**config.mk**
```make
export PLATFORM = sky130hd
export DESIGN_NAME = fulladder_pipe_flat
export DESIGN_NICKNAME = d
export VERILOG_FILES = /design/src/rtl/fulladder_pipe_if.sv /design/src/rtl/fulladder_pipe.sv /design/src/flat_wrapper.sv
export SDC_FILE = /design/constraint.sdc
export NUM_CORES = 1
export LEC_CHECK = 0
export ABC_AREA = 1
export CELL_PAD_IN_SITES_DETAIL_PLACEMENT = 1
export CELL_PAD_IN_SITES_GLOBAL_PLACEMENT = 2
export CORE_UTILIZATION = 34
export CTS_CLUSTER_SIZE = 12
export DETAILED_ROUTE_END_ITERATION = 16
export PLACE_DENSITY_LB_ADDON = 0.1
export SYNTH_ARGS = -nofsm -noshare
export SYNTH_HDL_FRONTEND = slang
export SYNTH_SLANG_ARGS = --single-unit
```
**constraint.sdc**
```tcl
create_clock -name clk -period 2 [get_ports clk]
set_clock_uncertainty 0.05 [all_clocks]
set_input_delay 0.4 -clock clk [delete_from_list [all_inputs] [get_ports clk]]
set_output_delay 0.4 -clock clk [all_outputs]
set_load 0.02 [all_outputs]
```
**src/rtl/fulladder_pipe_if.sv**
```systemverilog
// Operand/result handshake bundle for fulladder_pipe.
// Carries the optional ovf signal when FULLADDER_PIPE_OVF_EN is defined.
interface fulladder_pipe_if #(
   parameter int WIDTH = 16
);
   logic             in_valid;
   logic             in_ready;
   logic [WIDTH-1:0] a;
   logic [WIDTH-1:0] b;
   logic             ci;
   logic             sub;
   logic             out_valid;
   logic             out_ready;
   logic [WIDTH-1:0] so;
   logic             co;
`ifdef FULLADDER_PIPE_OVF_EN
   logic             ovf;

   modport master (
      output in_valid, a, b, ci, sub, out_ready,
      input  in_ready, out_valid, so, co, ovf
   );

   modport slave (
      input  in_valid, a, b, ci, sub, out_ready,
      output in_ready, out_valid, so, co, ovf
   );
`else
   modport master (
      output in_valid, a, b, ci, sub, out_ready,
      input  in_ready, out_valid, so, co
   );

   modport slave (
      input  in_valid, a, b, ci, sub, out_ready,
      output in_ready, out_valid, so, co
   );
`endif
endinterface

```
**src/rtl/fulladder_pipe.sv**
```systemverilog
// Pipelined WIDTH-bit add/subtract, one SEG-bit ripple segment per stage.
// Optional signed-overflow output enabled by FULLADDER_PIPE_OVF_EN.
module fulladder_pipe #(
   parameter int WIDTH = 16,
   parameter int SEG   = 4
) (
   input  logic               clk,
   input  logic               rst_n,
   fulladder_pipe_if.slave    bus
);
   localparam int NSTAGE = WIDTH / SEG;

   if ((WIDTH % SEG) != 0) begin : g_bad_seg
      $error("fulladder_pipe: WIDTH must be a multiple of SEG");
   end

   // Stage k holds full-width operands (b already inverted for subtract),
   // the partial sum with segments 0..k filled in, and the carry out of segment k.
   logic [WIDTH-1:0]  a_q [NSTAGE];
   logic [WIDTH-1:0]  a_d [NSTAGE];
   logic [WIDTH-1:0]  b_q [NSTAGE];
   logic [WIDTH-1:0]  b_d [NSTAGE];
   logic [WIDTH-1:0]  s_q [NSTAGE];
   logic [WIDTH-1:0]  s_d [NSTAGE];
   logic [NSTAGE-1:0] c_q, c_d;
   logic [NSTAGE-1:0] v_q, v_d;

   logic              adv;
   logic [WIDTH-1:0]  b_in;
   logic [SEG:0]      seg_sum;

   always_comb begin
      adv     = !v_q[NSTAGE-1] || bus.out_ready;
      a_d     = a_q;
      b_d     = b_q;
      s_d     = s_q;
      c_d     = c_q;
      v_d     = v_q;
      b_in    = bus.sub ? ~bus.b : bus.b;
      seg_sum = '0;
      if (adv) begin
         seg_sum = {1'b0, bus.a[SEG-1:0]} + {1'b0, b_in[SEG-1:0]}
                 + {{SEG{1'b0}}, bus.ci ^ bus.sub};
         a_d[0]          = bus.a;
         b_d[0]          = b_in;
         s_d[0]          = '0;
         s_d[0][SEG-1:0] = seg_sum[SEG-1:0];
         c_d[0]          = seg_sum[SEG];
         v_d[0]          = bus.in_valid;
         for (int k = 1; k < NSTAGE; k++) begin
            seg_sum = {1'b0, a_q[k-1][k*SEG +: SEG]} + {1'b0, b_q[k-1][k*SEG +: SEG]}
                    + {{SEG{1'b0}}, c_q[k-1]};
            a_d[k]              = a_q[k-1];
            b_d[k]              = b_q[k-1];
            s_d[k]              = s_q[k-1];
            s_d[k][k*SEG +: SEG] = seg_sum[SEG-1:0];
            c_d[k]              = seg_sum[SEG];
            v_d[k]              = v_q[k-1];
         end
      end
   end

   always_ff @(posedge clk or negedge rst_n) begin
      if (!rst_n) begin
         for (int k = 0; k < NSTAGE; k++) begin
            a_q[k] <= '0;
            b_q[k] <= '0;
            s_q[k] <= '0;
         end
         c_q <= '0;
         v_q <= '0;
      end else begin
         a_q <= a_d;
         b_q <= b_d;
         s_q <= s_d;
         c_q <= c_d;
         v_q <= v_d;
      end
   end

   assign bus.in_ready  = adv;
   assign bus.out_valid = v_q[NSTAGE-1];
   assign bus.so        = s_q[NSTAGE-1];
   assign bus.co        = c_q[NSTAGE-1];

`ifdef FULLADDER_PIPE_OVF_EN
   logic ovf_q, ovf_d;

   // Carry into the MSB is recovered from the MSB's own sum bit and operands.
   always_comb begin
      ovf_d = ovf_q;
      if (adv) begin
         ovf_d = a_d[NSTAGE-1][WIDTH-1] ^ b_d[NSTAGE-1][WIDTH-1]
               ^ s_d[NSTAGE-1][WIDTH-1] ^ c_d[NSTAGE-1];
      end
   end

   always_ff @(posedge clk or negedge rst_n) begin
      if (!rst_n) begin
         ovf_q <= 1'b0;
      end else begin
         ovf_q <= ovf_d;
      end
   end

   assign bus.ovf = ovf_q;
`endif

endmodule
```
**src/flat_wrapper.sv**
```systemverilog
// flat-port wrapper written by rule: the top's interface ports become plain ports
module fulladder_pipe_flat 
#(
   parameter int WIDTH = 16,
   parameter int SEG   = 4
)
  (clk, rst_n, bus_in_valid, bus_a, bus_b, bus_ci, bus_sub, bus_out_ready, bus_in_ready, bus_out_valid, bus_so, bus_co);
  fulladder_pipe_if #(.WIDTH(WIDTH)) bus_i ();
  input  logic clk;
  input  logic rst_n;
  input wire logic [$bits(bus_i.in_valid)-1:0] bus_in_valid;
  input wire logic [$bits(bus_i.a)-1:0] bus_a;
  input wire logic [$bits(bus_i.b)-1:0] bus_b;
  input wire logic [$bits(bus_i.ci)-1:0] bus_ci;
  input wire logic [$bits(bus_i.sub)-1:0] bus_sub;
  input wire logic [$bits(bus_i.out_ready)-1:0] bus_out_ready;
  output wire logic [$bits(bus_i.in_ready)-1:0] bus_in_ready;
  output wire logic [$bits(bus_i.out_valid)-1:0] bus_out_valid;
  output wire logic [$bits(bus_i.so)-1:0] bus_so;
  output wire logic [$bits(bus_i.co)-1:0] bus_co;
  assign bus_i.in_valid = bus_in_valid;
  assign bus_i.a = bus_a;
  assign bus_i.b = bus_b;
  assign bus_i.ci = bus_ci;
  assign bus_i.sub = bus_sub;
  assign bus_i.out_ready = bus_out_ready;
  assign bus_in_ready = bus_i.in_ready;
  assign bus_out_valid = bus_i.out_valid;
  assign bus_so = bus_i.so;
  assign bus_co = bus_i.co;
  fulladder_pipe #(.WIDTH(WIDTH), .SEG(SEG)) u_core (.clk(clk), .rst_n(rst_n), .bus(bus_i));
endmodule
```
# Yosys cells after proc, flatten, opt, wreduce, memory -nomap -nowiden

Cells that the tools add are included.

Add/subtract/negate cells: 8
$mul: 0
Divide/modulo/power cells: 0
Order comparisons: 0
Equal/unequal tests: 0
Shift operators: 0
Mux-type cells: 1
Bitwise logic cells: 2
Reductions and logical operators: 2

Operator list:

| kind                                   | count |
|---|---|
| 4-bit by 4-bit adder with 5-bit output | 4 |
| 5-bit by 1-bit adder with 5-bit output | 4 |
| 16-bit two-way mux                     | 1 |
| 16-bit inverter                        | 1 |
| 1-bit logical NOT                      | 1 |
| 1-bit logical OR                       | 1 |
| 1-bit bitwise XOR                      | 1 |

Flip-flop bits (word level): 144
Latch bits: 0
Bits in writable memories: 0
ROM bits: 0
Bits of input ports: 38
Output and inout bits: 19
Word-level logic and storage cells: 25
Memories: 0

# Depth between registers and ports, before layout

Gate-level depths: netlist (run 1).

Depth after elaboration: 4
Mapped depth: 10
Gate-level depth less buffers: 8

# Least setup slack after synthesis (run 1)

No wires, ideal clock.

Path type: input port to flip-flop
Start: input port bus_sub
End: register u_core.c_q[0]
Setup time: 126 ps
Data arrival time: 2014 ps
Data required time: 1824 ps
Setup slack: -190 ps
Stages: 9
Buffers on the path: 2
Path through: buf_4 > buf_4 > xor2_1 > fa_1 > fa_1 > nand2_1 > inv_1 > o21ai_0 > a21oi_1

Word-level cells in the longest chain between the ends: 3
Elaborated cells on any way between the ends: 4
Those cells by class: add/sub (2); mux (1); bitwise (1)

RTL lines:

| element                                    | RTL line             | source |
|---|---|---|
| from (decl)                                | flat_wrapper.sv:15   | `input wire logic [$bits(bus_i.sub)-1:0] bus_sub;` |
| 16-bit two-way mux                         | fulladder_pipe.sv:39 | `b_in = bus.sub ? ~bus.b : bus.b;` |
| 4-bit by 4-bit adder with 5-bit output     | fulladder_pipe.sv:42 | `seg_sum = {1'b0, bus.a[SEG-1:0]} + {1'b0, b_in[SEG-1:0]}` |
| 5-bit by 1-bit adder with 5-bit output (*) | fulladder_pipe.sv:43 | `+ {{SEG{1'b0}}, bus.ci ^ bus.sub};` |
| to (signal assigned)                       | fulladder_pipe.sv:70 | `c_q <= '0;` |
| to (signal assigned)                       | fulladder_pipe.sv:76 | `c_q <= c_d;` |
| to (decl)                                  | fulladder_pipe.sv:25 | `logic [NSTAGE-1:0] c_q, c_d;` |

Mark *: on every way between the ends. The rest lies on a longest branch, timed or not.
A chain may end at the register's enable or synchronous reset.

# Final worst setup path (run 1)

Start: input port bus_ci
End: register u_core.c_q[0]

Word-level cells in the longest chain between the ends: 2

RTL lines:

| element                                | RTL line             | source |
|---|---|---|
| from (decl)                            | flat_wrapper.sv:14   | `input wire logic [$bits(bus_i.ci)-1:0] bus_ci;` |
| 1-bit bitwise XOR                      | fulladder_pipe.sv:43 |  |
| 5-bit by 1-bit adder with 5-bit output | fulladder_pipe.sv:43 |  |

Every way passes these cells.

==> results of run 1 <==
## flip-flops by register name, indices dropped and copies added, names as in the netlist
register and flops:
u_core.c_q 4, u_core.v_q 4, u_core.b_q 24, u_core.s_q 24, u_core.a_q 24, u_core.bus.so 16
## logic make-up (layout without fill, tap and decap cells)
family / after synthesis / count (layout) / share of synthesized area
compound gates: 58 / 58 / 0.06809
xor+xnor: 17 / 17 / 0.03405
simple gates: 221 / 221 / 0.1966
flops: 96 / 96 / 0.5494
fa+ha+maj: 20 / 20 / 0.07096
buf+inv: 71 / 112 / 0.08097
## Yosys cell counts
cell type,count,area (sq um)
sky130_fd_sc_hd__buf_2,7,35.03
sky130_fd_sc_hd__inv_1,32,120.1
sky130_fd_sc_hd__a21oi_1,5,25.02
sky130_fd_sc_hd__nand3_1,10,50.05
sky130_fd_sc_hd__nor2_1,15,56.30
sky130_fd_sc_hd__xor2_1,5,43.79
sky130_fd_sc_hd__a31oi_1,2,12.51
sky130_fd_sc_hd__ha_1,12,150.1
sky130_fd_sc_hd__buf_4,21,157.7
sky130_fd_sc_hd__dfrtp_1,96,2402
sky130_fd_sc_hd__o21ai_0,44,220.2
sky130_fd_sc_hd__nand2_1,191,716.9
sky130_fd_sc_hd__nor2_4,1,11.26
sky130_fd_sc_hd__xnor2_1,12,105.1
sky130_fd_sc_hd__clkbuf_1,10,37.54
sky130_fd_sc_hd__fa_1,8,160.2
sky130_fd_sc_hd__o21ai_1,5,25.02
sky130_fd_sc_hd__inv_2,1,3.750
sky130_fd_sc_hd__or2_2,4,25.02
sky130_fd_sc_hd__o31ai_1,2,15.01
## final cells by class
cell class	count	area (sq um)	area share
Clock buffer	14	274.0	0.05158
Inverter	33	123.9	0.02332
Multi-Input combinational cell	316	1634	0.3076
Tap cell	172	215.2	0.04051
Sequential cell	96	2402	0.4522
Timing Repair Buffer	65	663.1	0.1248
## what timing repair did
| action | CTS | global route |
|---|---|---|
| endpoints found under the setup margin | 5 | 2 |
| pin swaps | 2 | 1 |
| gates resized for setup | 2 | 2 |
## worst max-delay path, cell delays in order
cell                              delay, ns
sky130_fd_sc_hd__clkdlybuf4s50_1       0.41
sky130_fd_sc_hd__xor2_1                0.16
sky130_fd_sc_hd__fa_2                  0.38
sky130_fd_sc_hd__fa_2                  0.41
sky130_fd_sc_hd__nand2_1               0.07
sky130_fd_sc_hd__inv_1                 0.05
sky130_fd_sc_hd__o21ai_1               0.12
sky130_fd_sc_hd__a21oi_1               0.07
## per-layer routing
metal,global-route usage,vias up,routed length [um]
met5,0,-,0
li1,-,1546,-
met2,0.2415,48,3945
met4,0.08052,0,197
met1,0.1976,1480,4292
met3,0.03033,12,278
## layout by cell type, fill, tap and decap left out
cell / n
sky130_fd_sc_hd__dlygate4sd2_1: 2
sky130_fd_sc_hd__or2_2: 4
sky130_fd_sc_hd__inv_2: 1
sky130_fd_sc_hd__clkbuf_16: 9
sky130_fd_sc_hd__a21oi_1: 5
sky130_fd_sc_hd__nand3_1: 10
sky130_fd_sc_hd__fa_1: 6
sky130_fd_sc_hd__dfrtp_1: 96
sky130_fd_sc_hd__clkbuf_8: 3
sky130_fd_sc_hd__buf_4: 7
sky130_fd_sc_hd__inv_1: 32
sky130_fd_sc_hd__nor2_1: 15
sky130_fd_sc_hd__o21ai_0: 43
sky130_fd_sc_hd__xnor2_1: 12
sky130_fd_sc_hd__o31ai_2: 1
sky130_fd_sc_hd__buf_12: 3
sky130_fd_sc_hd__nand2_1: 191
sky130_fd_sc_hd__ha_1: 12
sky130_fd_sc_hd__nor2_4: 1
sky130_fd_sc_hd__a31oi_1: 2
sky130_fd_sc_hd__dlymetal6s2s_1: 1
sky130_fd_sc_hd__clkdlybuf4s50_1: 52
sky130_fd_sc_hd__xor2_2: 1
sky130_fd_sc_hd__o21ai_1: 6
sky130_fd_sc_hd__clkbuf_1: 2
sky130_fd_sc_hd__xor2_1: 4
sky130_fd_sc_hd__fa_2: 2
sky130_fd_sc_hd__o31ai_1: 1
## power by group through the flow
stage | clock network [mW] | logic (mW) | registers, mW
global route | 1.76 | 3.42 | 3.39
CTS | 1.70 | 3.02 | 3.29
global placement | 0 | 2.92 | 3.29
detailed placement | 0 | 3.01 | 3.32
finish | 1.62 | 2.92 | 3.28
floorplan | 0 | 2.23 | 3.21
## worst max-delay path by stage
stage	start	endpoint	slack, ns
2_1_floorplan	bus_sub	u_core.s_q[50]$_DFFE_PN0P_	-0.06
3_3_place_gp	bus_sub	u_core.s_q[51]$_DFFE_PN0P_	-0.41
3_5_place_dp	bus_sub	u_core.s_q[51]$_DFFE_PN0P_	-0.47
4_1_cts	bus_b[0]	u_core.s_q[50]$_DFFE_PN0P_	0.007
5_1_grt	bus_ci	u_core.c_q[0]$_DFFE_PN0P_	0.02
6_report	bus_ci	u_core.c_q[0]$_DFFE_PN0P_	0.10
==> results.md, run 1 <==
Run status:
- The run finished with clean final reports.

Finish:
- The number of standard cells in the final layout excluding fillers is 696.
- After the last flow step, the layout net total stands at 579.
- 0 antenna diodes ended up in the layout.
- The fraction of layout instances using a drive strength above 1 is 0.06107.
- From synthesis to final layout, the design area changed by 21.49%.
- The number of fillers in the final layout is 1470.
- At the end of the flow the core is filled with cells to 0.4227.
- After routing the design area is 5313 sq um.

Power and ir drop:
- The cell area power density is 1470 nW/um^2.
- Of the total power, the clock network draws 0.207.
- The portion of total power attributed to sequential cells is 0.419.
- In this run the static leakage power is 2.569 nW.
- Of the total power, the share spent switching nets is 0.3603.
- The net switching component of the power is 2.814 mW.
- The worst ir drop on vdd is 0.0004642 V.
- The completed layout was analyzed and its total power is 7.811 mW.
- The part of the total power dissipated in combinational logic is 0.374.
- Internal power comes to 4.997 mW.

Worst setup path:
- The critical path endpoint category is a flip-flop.
- The register-to-register path setup slack is 0.20 ns.
- Along the worst path, the maximum fanout reaches 2.
- The number of cells on the worst reg-to-reg path is 6.
- Data on the critical path is required at its endpoint by 2.18 ns.
- The worst setup path is launched from an input port.
- The end of the worst register-to-register path is u_core.c_q[1]$_DFFE_PN0P_.
- The critical path is of the input port to flip-flop type.
- In this run the critical register-to-register path is launched from u_core.c_q[0]$_DFFE_PN0P_.
- The arrival time at the worst endpoint is 2.08 ns.

Place:
- Once detailed placement completed, the half-perimeter wirelength came to 5627 um.
- The number of cells after detailed placement is 682.
- The worst slack at placement is -0.4683 ns.
- The post-placement cell area is 5034 sq um.
- Port buffering added 56 buffers.
- Routability-driven placement finished with a final weighted congestion of 0.7382.

Yosys:
- The number of nets in the synthesized netlist is 541.
- Synthesis handed over a netlist of 483 instances.
- After synthesis the netlist holds a flip-flop and latch count of 96.
- The unique cell type count in the Yosys netlist is 20.
- The sequential cell area fraction in the yosys report is 0.5494.
- During synthesis, Yosys emitted a total of 0 warnings.
- The netlist area before placement is 4373 sq um.
- A synthesized cell averages 9.054 sq um.

Global route:
- The total grt overflow is 0.
- The first-pass GRT wire length is 15320 um.
- The pin count of the biggest net entering global routing is 97.
- The via count of the first global-routing pass is 3258.
- The number of antenna violations at the first check in global routing was 0.
- The global-route usage over all layers is 0.1523.

Floorplanning:
- The initialized floorplan defines 41 standard-cell rows.
- The die outline area is 13320 sq um.
- The vertical die dimension is 115.4 um.
- The die span in x is 115.4 um.
- During I/O placement, the number of pins put on the boundary was 57.
- The starting density of the core is 0.3479.
- The placeable core region is 12570 sq um.

Timing:
- Setup repair after global routing left no endpoint under its margin.
- The number of failing hold endpoints at the final stage is 0.
- At the pin with the least slew margin, the transition time is 0.5277 ns.
- The headroom to the max-slew limit is 0.6482.
- Static timing analysis puts the maximum clock frequency at 526.9 MHz.
- In the post-route analysis, the smallest setup slack over all paths is 0.1021 ns.
- The worst path needs 1.898 ns of the cycle, external delays included.
- The number of pins with negative max-slew slack in the final report is 0.
- Hold is met by 0.04178 ns.
- Of the available clock period, the critical path in the final layout requires 0.9489.
- The total negative slack for setup checks is 0 ns.
- Setup violations remaining at the end of the flow were counted as 0.

Min path:
- The classification of the worst-slack hold path is input port to asynchronous set/reset pin.

Drt:
- The final routed DRC violation total is 0.
- The count of nets left with antenna violations once routing finished came out at 0.
- In the final routed layout, each cell accounts on average for 12.52 um.
- After detailed routing, the total wire length is 8714 um.
- Detailed routing inserted a total of 3086 vias.
- The via density per instance is 4.434.
- For this run, the detailed router's first-pass iteration total came to 4.
- The detailed router finished its first iteration with 122 violations.

Clock network:
- The clock passes through at most 2 buffers.
- The post-CTS setup buffer count is 0.
- The TritonCTS clock tree is built.
- Clock-pin slew was measured on the worst setup and hold paths at 0.06 ns.
- The number of clock sinks seen by CTS is 96.
- The deepest level of the CTS H-tree is 3.
- For this design, the CTS-stage hold fixing added 0 buffers.
- In this run, CTS created clock tree buffers numbering 9.
- The clock reaches the later pin of the worst-skew pair after 0.34 ns.
- In this run the clock root is driven by a sky130_fd_sc_hd__clkbuf_16.

Job:
- Max-cap violations in this run came to 0.
Note: power is estimated with default switching activity, not from simulation.
==> inputs of run 2 (changes only) <==
GPL_ROUTABILITY_DRIVEN = 0   (was not set)
RECOVER_POWER = 25   (was not set)
==> results.md, run 2 (synthesis results as in run 1) <==
Worst setup path:
- The worst setup path is captured at a flip-flop.
- For the worst setup path, the data required time is 2.18 ns.
- The depth of the worst register-to-register path is 6.
- The register-to-register path setup slack is 0.20 ns.
- The reg-to-reg critical path startpoint is u_core.c_q[0]$_DFFE_PN0P_.
- The largest single stage delay on the critical path is 0.41 ns.
- The critical path is of the input port to flip-flop type.
- In this run the worst path has a maximum fanout of 2.
- Walking the worst path, the cells encountered are clkdlybuf4s50_1 > xor2_1 > fa_2 > fa_2 > nand2_1 > inv_1 > o21ai_1 > a21oi_1.
- The worst setup path is launched from an input port.
- In this design, the critical path's most frequently occurring cell is sky130_fd_sc_hd__fa_2.
- Data on the critical path arrives at its endpoint at 2.08 ns.
- The endpoint identified for the worst register-to-register timing path is u_core.c_q[1]$_DFFE_PN0P_.
- On the critical path, the stage with the largest delay is an instance of sky130_fd_sc_hd__clkdlybuf4s50_1.

Global route:
- The pin count of the biggest net entering global routing is 97.
- The first global-routing pass estimated 15320 um of wire.
- The global-route usage over all layers is 0.1523.
- The via count of the first global-routing pass came to 3258.
- The total grt overflow is 0.
- The number of antenna violations at the first check in global routing is 0.

Power and ir drop:
- The leakage power of the design is 2.564 nW.
- Dividing total power by cell area gives a power density of 1473 nW/um^2.
- The worst ir drop on vdd is 0.0004642 V.
- Total power for the finished layout comes to 7.807 mW.

Floorplanning:
- The vertical die dimension is 115.4 um.
- For this configuration, the core starts out at a cell density of 0.3479.
- The placeable core region is 12570 sq um.
- 57 I/O pins were placed.
- The die span in x is 115.4 um.
- The die outline area is 13320 sq um.
- In this run the core area contains 41 standard-cell rows.

Min path:
- The launch point of the worst hold path is u_core.v_q[2]$_DFFE_PN0P_.
- Along the worst hold path, the cell count comes to 1.
- The classification of the worst-slack hold path is flip-flop to flip-flop.
- The end point of the worst hold path is u_core.v_q[3]$_DFFE_PN0P_.

Timing:
- Subtracting the final worst setup slack from the clock period gives 1.898 ns.
- For the pin with the worst max-slew slack, the measured transition is 1.325 ns.
- The number of failing hold endpoints at the final stage came to 0.
- Dividing the final minimum period by the clock period gives 0.9489.
- The headroom to the max-slew limit is 0.1170.
- The final hold slack is 0.4144 ns.
- The number of pins with negative max-slew slack in the final report is 0.
- The worst setup margin is 0.1021 ns.
- Derived from the worst setup path, the maximum achievable clock frequency is 526.9 MHz.
- The final number of setup-violating endpoints is 0.
- The total negative slack for setup checks is 0 ns.
- Setup repair after global routing left no endpoint under its margin.

Clock network:
- The H-tree was split into 3 levels.
- After clock tree synthesis, the setup repair step added 0 buffers.
- The tree built by TritonCTS fans out to 96 sinks.
- Buffers inserted during clock tree synthesis total 9.
- The TritonCTS clock tree is built.
- The clock-pin slew reported for the worst setup and hold paths after clock tree synthesis is 0.06 ns.
- The count of hold buffers inserted by post-cts repair is 0.
- The cell at the root of the clock tree is sky130_fd_sc_hd__clkbuf_16.
- In this run the deepest clock path goes through 2 buffers.
- The clock latency on the worst-skew pair is 0.34 ns.

Finish:
- The number of standard cells in the final layout excluding fillers is 696.
- The library cell used most frequently in the layout, excluding fill and tap cells, is sky130_fd_sc_hd__nand2_1.
- The utilization after layout is 0.4217.
- The fraction of layout instances using a drive strength above 1 is 0.06107.
- After filler insertion, the fill cell instance count of the layout stands at 1471.
- From synthesis to final layout, the design area changed by 21.20%.
- The count of antenna diodes in the layout is 0.
- The number of nets in the final layout is 579.
- In the layout the commonest cells are sky130_fd_sc_hd__nand2_1, sky130_fd_sc_hd__dfrtp_1, sky130_fd_sc_hd__clkdlybuf4s50_1.
- The largest registers in the layout are u_core.a_q: 24 flops, u_core.b_q: 24 flops, u_core.s_q: 24 flops.
- With fillers left out, the area of the finished cells amounts to 5300 sq um.

Drt:
- The number of detailed-route iterations in the first pass is 4.
- The via density per instance is 4.434.
- Dividing the detail-routed wire length by the instance count gives 12.52 um.
- In this run, the number of DRC markers left after iteration 0 of detailed routing was 122.
- The count of vias placed by the detailed router is 3086.
- The final routed DRC violation total is 0.
- The detailed-route wire length is 8712 um.
- The detail route stage leaves a number of antenna-violating nets equal to 0.

Place:
- Including well taps, the total number of placed cells is 682.
- The number of buffers inserted by port buffering is 56.
- Timing analysis after detailed placement gives a worst setup slack of -0.4683 ns.
- The post-placement cell area is 5034 sq um.
- Detailed placement ended at an HPWL of 5627 um.

Run status:
- The run finished with clean final reports.

Job:
- Across the run, the number of max-cap violations was 0.
-- run 2: worst max-delay path by stage --
stage | start | to | slack [ns]
2_1_floorplan | bus_sub | u_core.s_q[50]$_DFFE_PN0P_ | -0.06
3_3_place_gp | bus_sub | u_core.s_q[51]$_DFFE_PN0P_ | -0.41
3_5_place_dp | bus_sub | u_core.s_q[51]$_DFFE_PN0P_ | -0.47
4_1_cts | bus_b[0] | u_core.s_q[50]$_DFFE_PN0P_ | 0.007
5_1_grt | bus_ci | u_core.c_q[0]$_DFFE_PN0P_ | 0.02
6_report | bus_ci | u_core.c_q[0]$_DFFE_PN0P_ | 0.10
-- run 2: what timing repair did --
| item | in CTS | in global routing |
|---|---|---|
| gates resized for setup | 2 | 2 |
| pin swaps | 2 | 1 |
| endpoints found under the setup margin | 5 | 2 |
-- run 2: layout make-up --
cell class                      count  area (sq um)  share of cell area
Multi-Input combinational cell    316          1634              0.3083
Inverter                           33         123.9             0.02337
Tap cell                          172         215.2             0.04060
Clock buffer                       14         274.0             0.05170
Sequential cell                    96          2402              0.4533
Timing Repair Buffer               65         650.6              0.1228
-- run 2: power by group --
group / total [mW] / internal [mW] / switching (mW) / leakage [nW]
Combinational: 2.91 / 1.25 / 1.66 / 1.27
Sequential: 3.28 / 2.81 / 0.466 / 1.16
Clock: 1.62 / 0.932 / 0.684 / 0.135
Total: 7.81 / 4.99 / 2.81 / 2.56
-- run 2: worst max-delay path: cells and delay by family --
kind / cells / cell delay [ns]
buffers and inverters: 2 / 0.46
adder cells (fa/ha/maj): 2 / 0.79
AND/OR/NAND/NOR: 1 / 0.07
XOR/XNOR: 1 / 0.16
AO/OA/AOI/OAI: 2 / 0.19
-- run 2: per-layer routing --
metal  vias to the layer above  part of all wire  global-route usage
met2                        48              0.45              0.2415
met1                      1480              0.49              0.1976
met3                        12             0.032             0.03033
li1                       1546                 -                   -
met4                         0             0.023             0.08052
met5                         -                 0                   0
==> inputs of run 3 (changes only) <==
CORE_ASPECT_RATIO = 0.8   (was not set)
==> results.md, run 3 (synthesis results as in run 1) <==
Run status:
- The run finished with clean final reports.

Timing:
- The number of failing hold endpoints at the final stage was 0.
- The number of pins with negative max-slew slack in the final report came to 0.
- Setup repair after global routing left no endpoint under its margin.
- Based on the critical path, the design can be clocked at up to 529.4 MHz.
- The clock period could shrink to 1.889 ns.
- The final number of setup-violating endpoints is 0.
- Headroom to the max-slew limit came out at 0.5081.
- The measured slew at the worst slew-check pin is 0.7378 ns.
- The post-route fraction of the period consumed by the critical path is 0.9444.

Worst setup path:
- The critical path startpoint is bus_ci.
- The startpoint type of the worst setup path is an input port.
- Counting both buffers and inverters, the worst setup path holds a total of 2.
- The kind of cell adding the most delay to the critical path is adder cells.
- The critical path goes through clkdlybuf4s50_1 > xor2_1 > fa_2 > fa_2 > nand2_1 > inv_1 > o31ai_1.
- The critical path data required time is 2.20 ns.
- The reg-to-reg critical path startpoint is u_core.c_q[0]$_DFFE_PN0P_.
- In this run the worst path has a maximum fanout of 2.
- The startpoint-to-endpoint class of the critical path is input port to flip-flop.
- Counting stages on the worst path, the most repeated cell is sky130_fd_sc_hd__fa_2.
- The largest individual stage delay along the critical path comes from the cell sky130_fd_sc_hd__clkdlybuf4s50_1.
- The worst setup path is captured at a flip-flop.
- The largest stage delay on the critical path is 0.41 ns.
- Data arrives at the worst endpoint at 2.09 ns.

Finish:
- The number of standard cells in the final layout excluding fillers is 699.
- The top cell types in the final layout, fill and taps aside, are sky130_fd_sc_hd__nand2_1, sky130_fd_sc_hd__dfrtp_1, sky130_fd_sc_hd__clkdlybuf4s50_1.
- The fraction of layout instances using a drive strength above 1 is 0.06818.
- The utilization after layout is 0.4343.
- 0 antenna diodes ended up in the layout.
- The largest registers in the layout are u_core.a_q: 24 flops, u_core.b_q: 24 flops, u_core.s_q: 24 flops.
- At the end of the flow, the number of nets in the layout was 582.
- The most common cell after layout, fill and taps aside is sky130_fd_sc_hd__nand2_1.
- The layout-stage area growth over the synthesis result is 22.58%.
- Once layout is done, the placed cells without fillers occupy 5360 sq um.

Floorplanning:
- The floorplan has 36 rows.
- The die covers 13320 sq um.
- The starting density of the core is 0.3543.
- The number of I/O pins is 57.
- The die is 103.4 um tall.
- The die span in x is 128.8 um.
- The region available for standard cell placement spans 12340 sq um.

Place:
- After detailed placement, the total cell area comes to 5060 sq um.
- The half-perimeter wire length of the detailed placement result is 6102 um.
- The number of buffers inserted by port buffering is 56.
- The number of cells after detailed placement is 683.

Drt:
- Dividing the detail-routed via count by the number of cells gives 4.403.
- Dividing the detail-routed wire length by the instance count gives 12.88 um.
- The final layout contains routed wiring with a total length of 9005 um.
- The number of detailed-route iterations in the first pass is 4.
- The routed layout has 3078 vias.
- The count of routing violations after the opening detailed-route iteration is 102.
- After detailed routing, the number of remaining DRC violations is 0.
- The number of routed nets with antenna violations is 0.

Job:
- The max-cap violation count is 0.

Clock network:
- TritonCTS built the clock tree.
- TritonCTS created 9 clock buffers.
- CTS saw 96 sinks.
- Clock tree synthesis selected as its root buffer the cell sky130_fd_sc_hd__clkbuf_16.
- Clock latency on the worst-skew pair, taken at its later pin, is 0.34 ns.
- The clock-pin slew reported for the worst setup and hold paths after clock tree synthesis is 0.06 ns.
- The post-CTS setup buffer count is 0.
- The clock passes through at most 2 buffers.
- The H-tree generated during clock tree synthesis spans 3 levels.

Min path:
- The classification of the worst-slack hold path is flip-flop to flip-flop.
- The startpoint identified for the worst hold timing path is u_core.s_q[25]$_DFFE_PN0P_.

Power and ir drop:
- Summed over all cells, the static leakage comes to 2.597 nW.
- The cell area power density is 1492 nW/um^2.
- VDD sags by at most 0.0004628 V.

Global route:
- The first global-routing pass estimated 15930 um of wire.
- The pin count of the biggest net entering global routing is 62.
- The busiest metal layer after global routing is met2.
- For met1 alone, demand over resource in global routing was 0.2014.
- The number of antenna violations at the first check in global routing is 0.
- In the global route stage, overall resource usage came out at 0.1555.
- For this run, global-route usage on met2 was measured as 0.2545.
- The met3 demand-to-capacity share in global routing is 0.04064.
- Summed over all layers, the global routing overflow is 0.
- The via count of the first global-routing pass is 3318.
[run 3: changes by cell type in the layout (fill, tap and decap cells not counted), sizes merged]
cell         delta
clkbuf          -3
buf             +2
clkinv          +2
bufinv          +1
dlygate4sd3     +1
inv             +1
[run 3: per-layer routing]
metal,wire length (um),vias to the layer above
li1,-,1558
met4,120,0
met3,319,10
met1,4432,1468
met2,4132,42
met5,0,-
[run 3: worst reg2reg max path, cell delays in order (launching register included)]
cell                      delay, ns
sky130_fd_sc_hd__dfrtp_1       0.41
sky130_fd_sc_hd__fa_1          0.48
sky130_fd_sc_hd__fa_1          0.42
sky130_fd_sc_hd__nand2_1       0.08
sky130_fd_sc_hd__inv_1         0.04
sky130_fd_sc_hd__o21ai_0       0.16
sky130_fd_sc_hd__a21oi_1       0.08
[run 3: what timing repair did]
| item | 4_1_cts | 5_1_grt |
|---|---|---|
| endpoints found under the hold margin | 25 | 0 |
| endpoints found under the setup margin | 5 | 2 |
| hold buffers | 1 | 0 |
| cloned | 0 | 0 |
| resized for setup | 2 | 1 |
| pin swaps | 1 | 2 |
[run 3: path summary, 6_finish.rpt]
kind,endpoint,slack [ns],cells after the start
max in group asynchronous,u_core.b_q[55]$_DFFE_PN0P_,0.30,3
min in group asynchronous,u_core.a_q[45]$_DFFE_PN0P_,0.60,2
worst max register to register,u_core.c_q[1]$_DFFE_PN0P_,0.15,6
worst min register to register,u_core.bus.so[9]$_DFFE_PN0P_,0.42,2
worst min-delay path,u_core.bus.so[9]$_DFFE_PN0P_,0.42,2
worst max-delay path,u_core.s_q[50]$_DFFE_PN0P_,0.11,7
[run 3: report_power, final]
| part | switching (mW) | internal, mW |
|---|---|---|
| logic | 1.70 | 1.26 |
| clock network | 0.728 | 1.04 |
| registers | 0.470 | 2.81 |
| total | 2.90 | 5.10 |
[run 3: cell type report]
type | count | area, sq um
Clock buffer | 11 | 252.7
Clock inverter | 4 | 52.55
Fill cell | 1429 | 6982
Inverter | 33 | 123.9
Multi-Input combinational cell | 316 | 1629
Sequential cell | 96 | 2402
Tap cell | 171 | 214.0
Timing Repair Buffer | 68 | 685.7
[run 3: stage by stage]
step | setup slack [ns] | setup TNS [ns] | hold slack, ns | power [mW]
after global routing | 0.03341 | 0 | 0.4449 | 8.758
after global placement | -0.4478 | -1.798 | 0.3116 | 6.260
final | 0.1111 | 0 | 0.4200 | 8.000
after detailed placement | -0.4855 | -1.950 | 0.3128 | 6.363
after CTS | 0.005123 | 0 | 0.4258 | 8.194
after floorplan | -0.05510 | -0.09645 | 0.05441 | 5.441
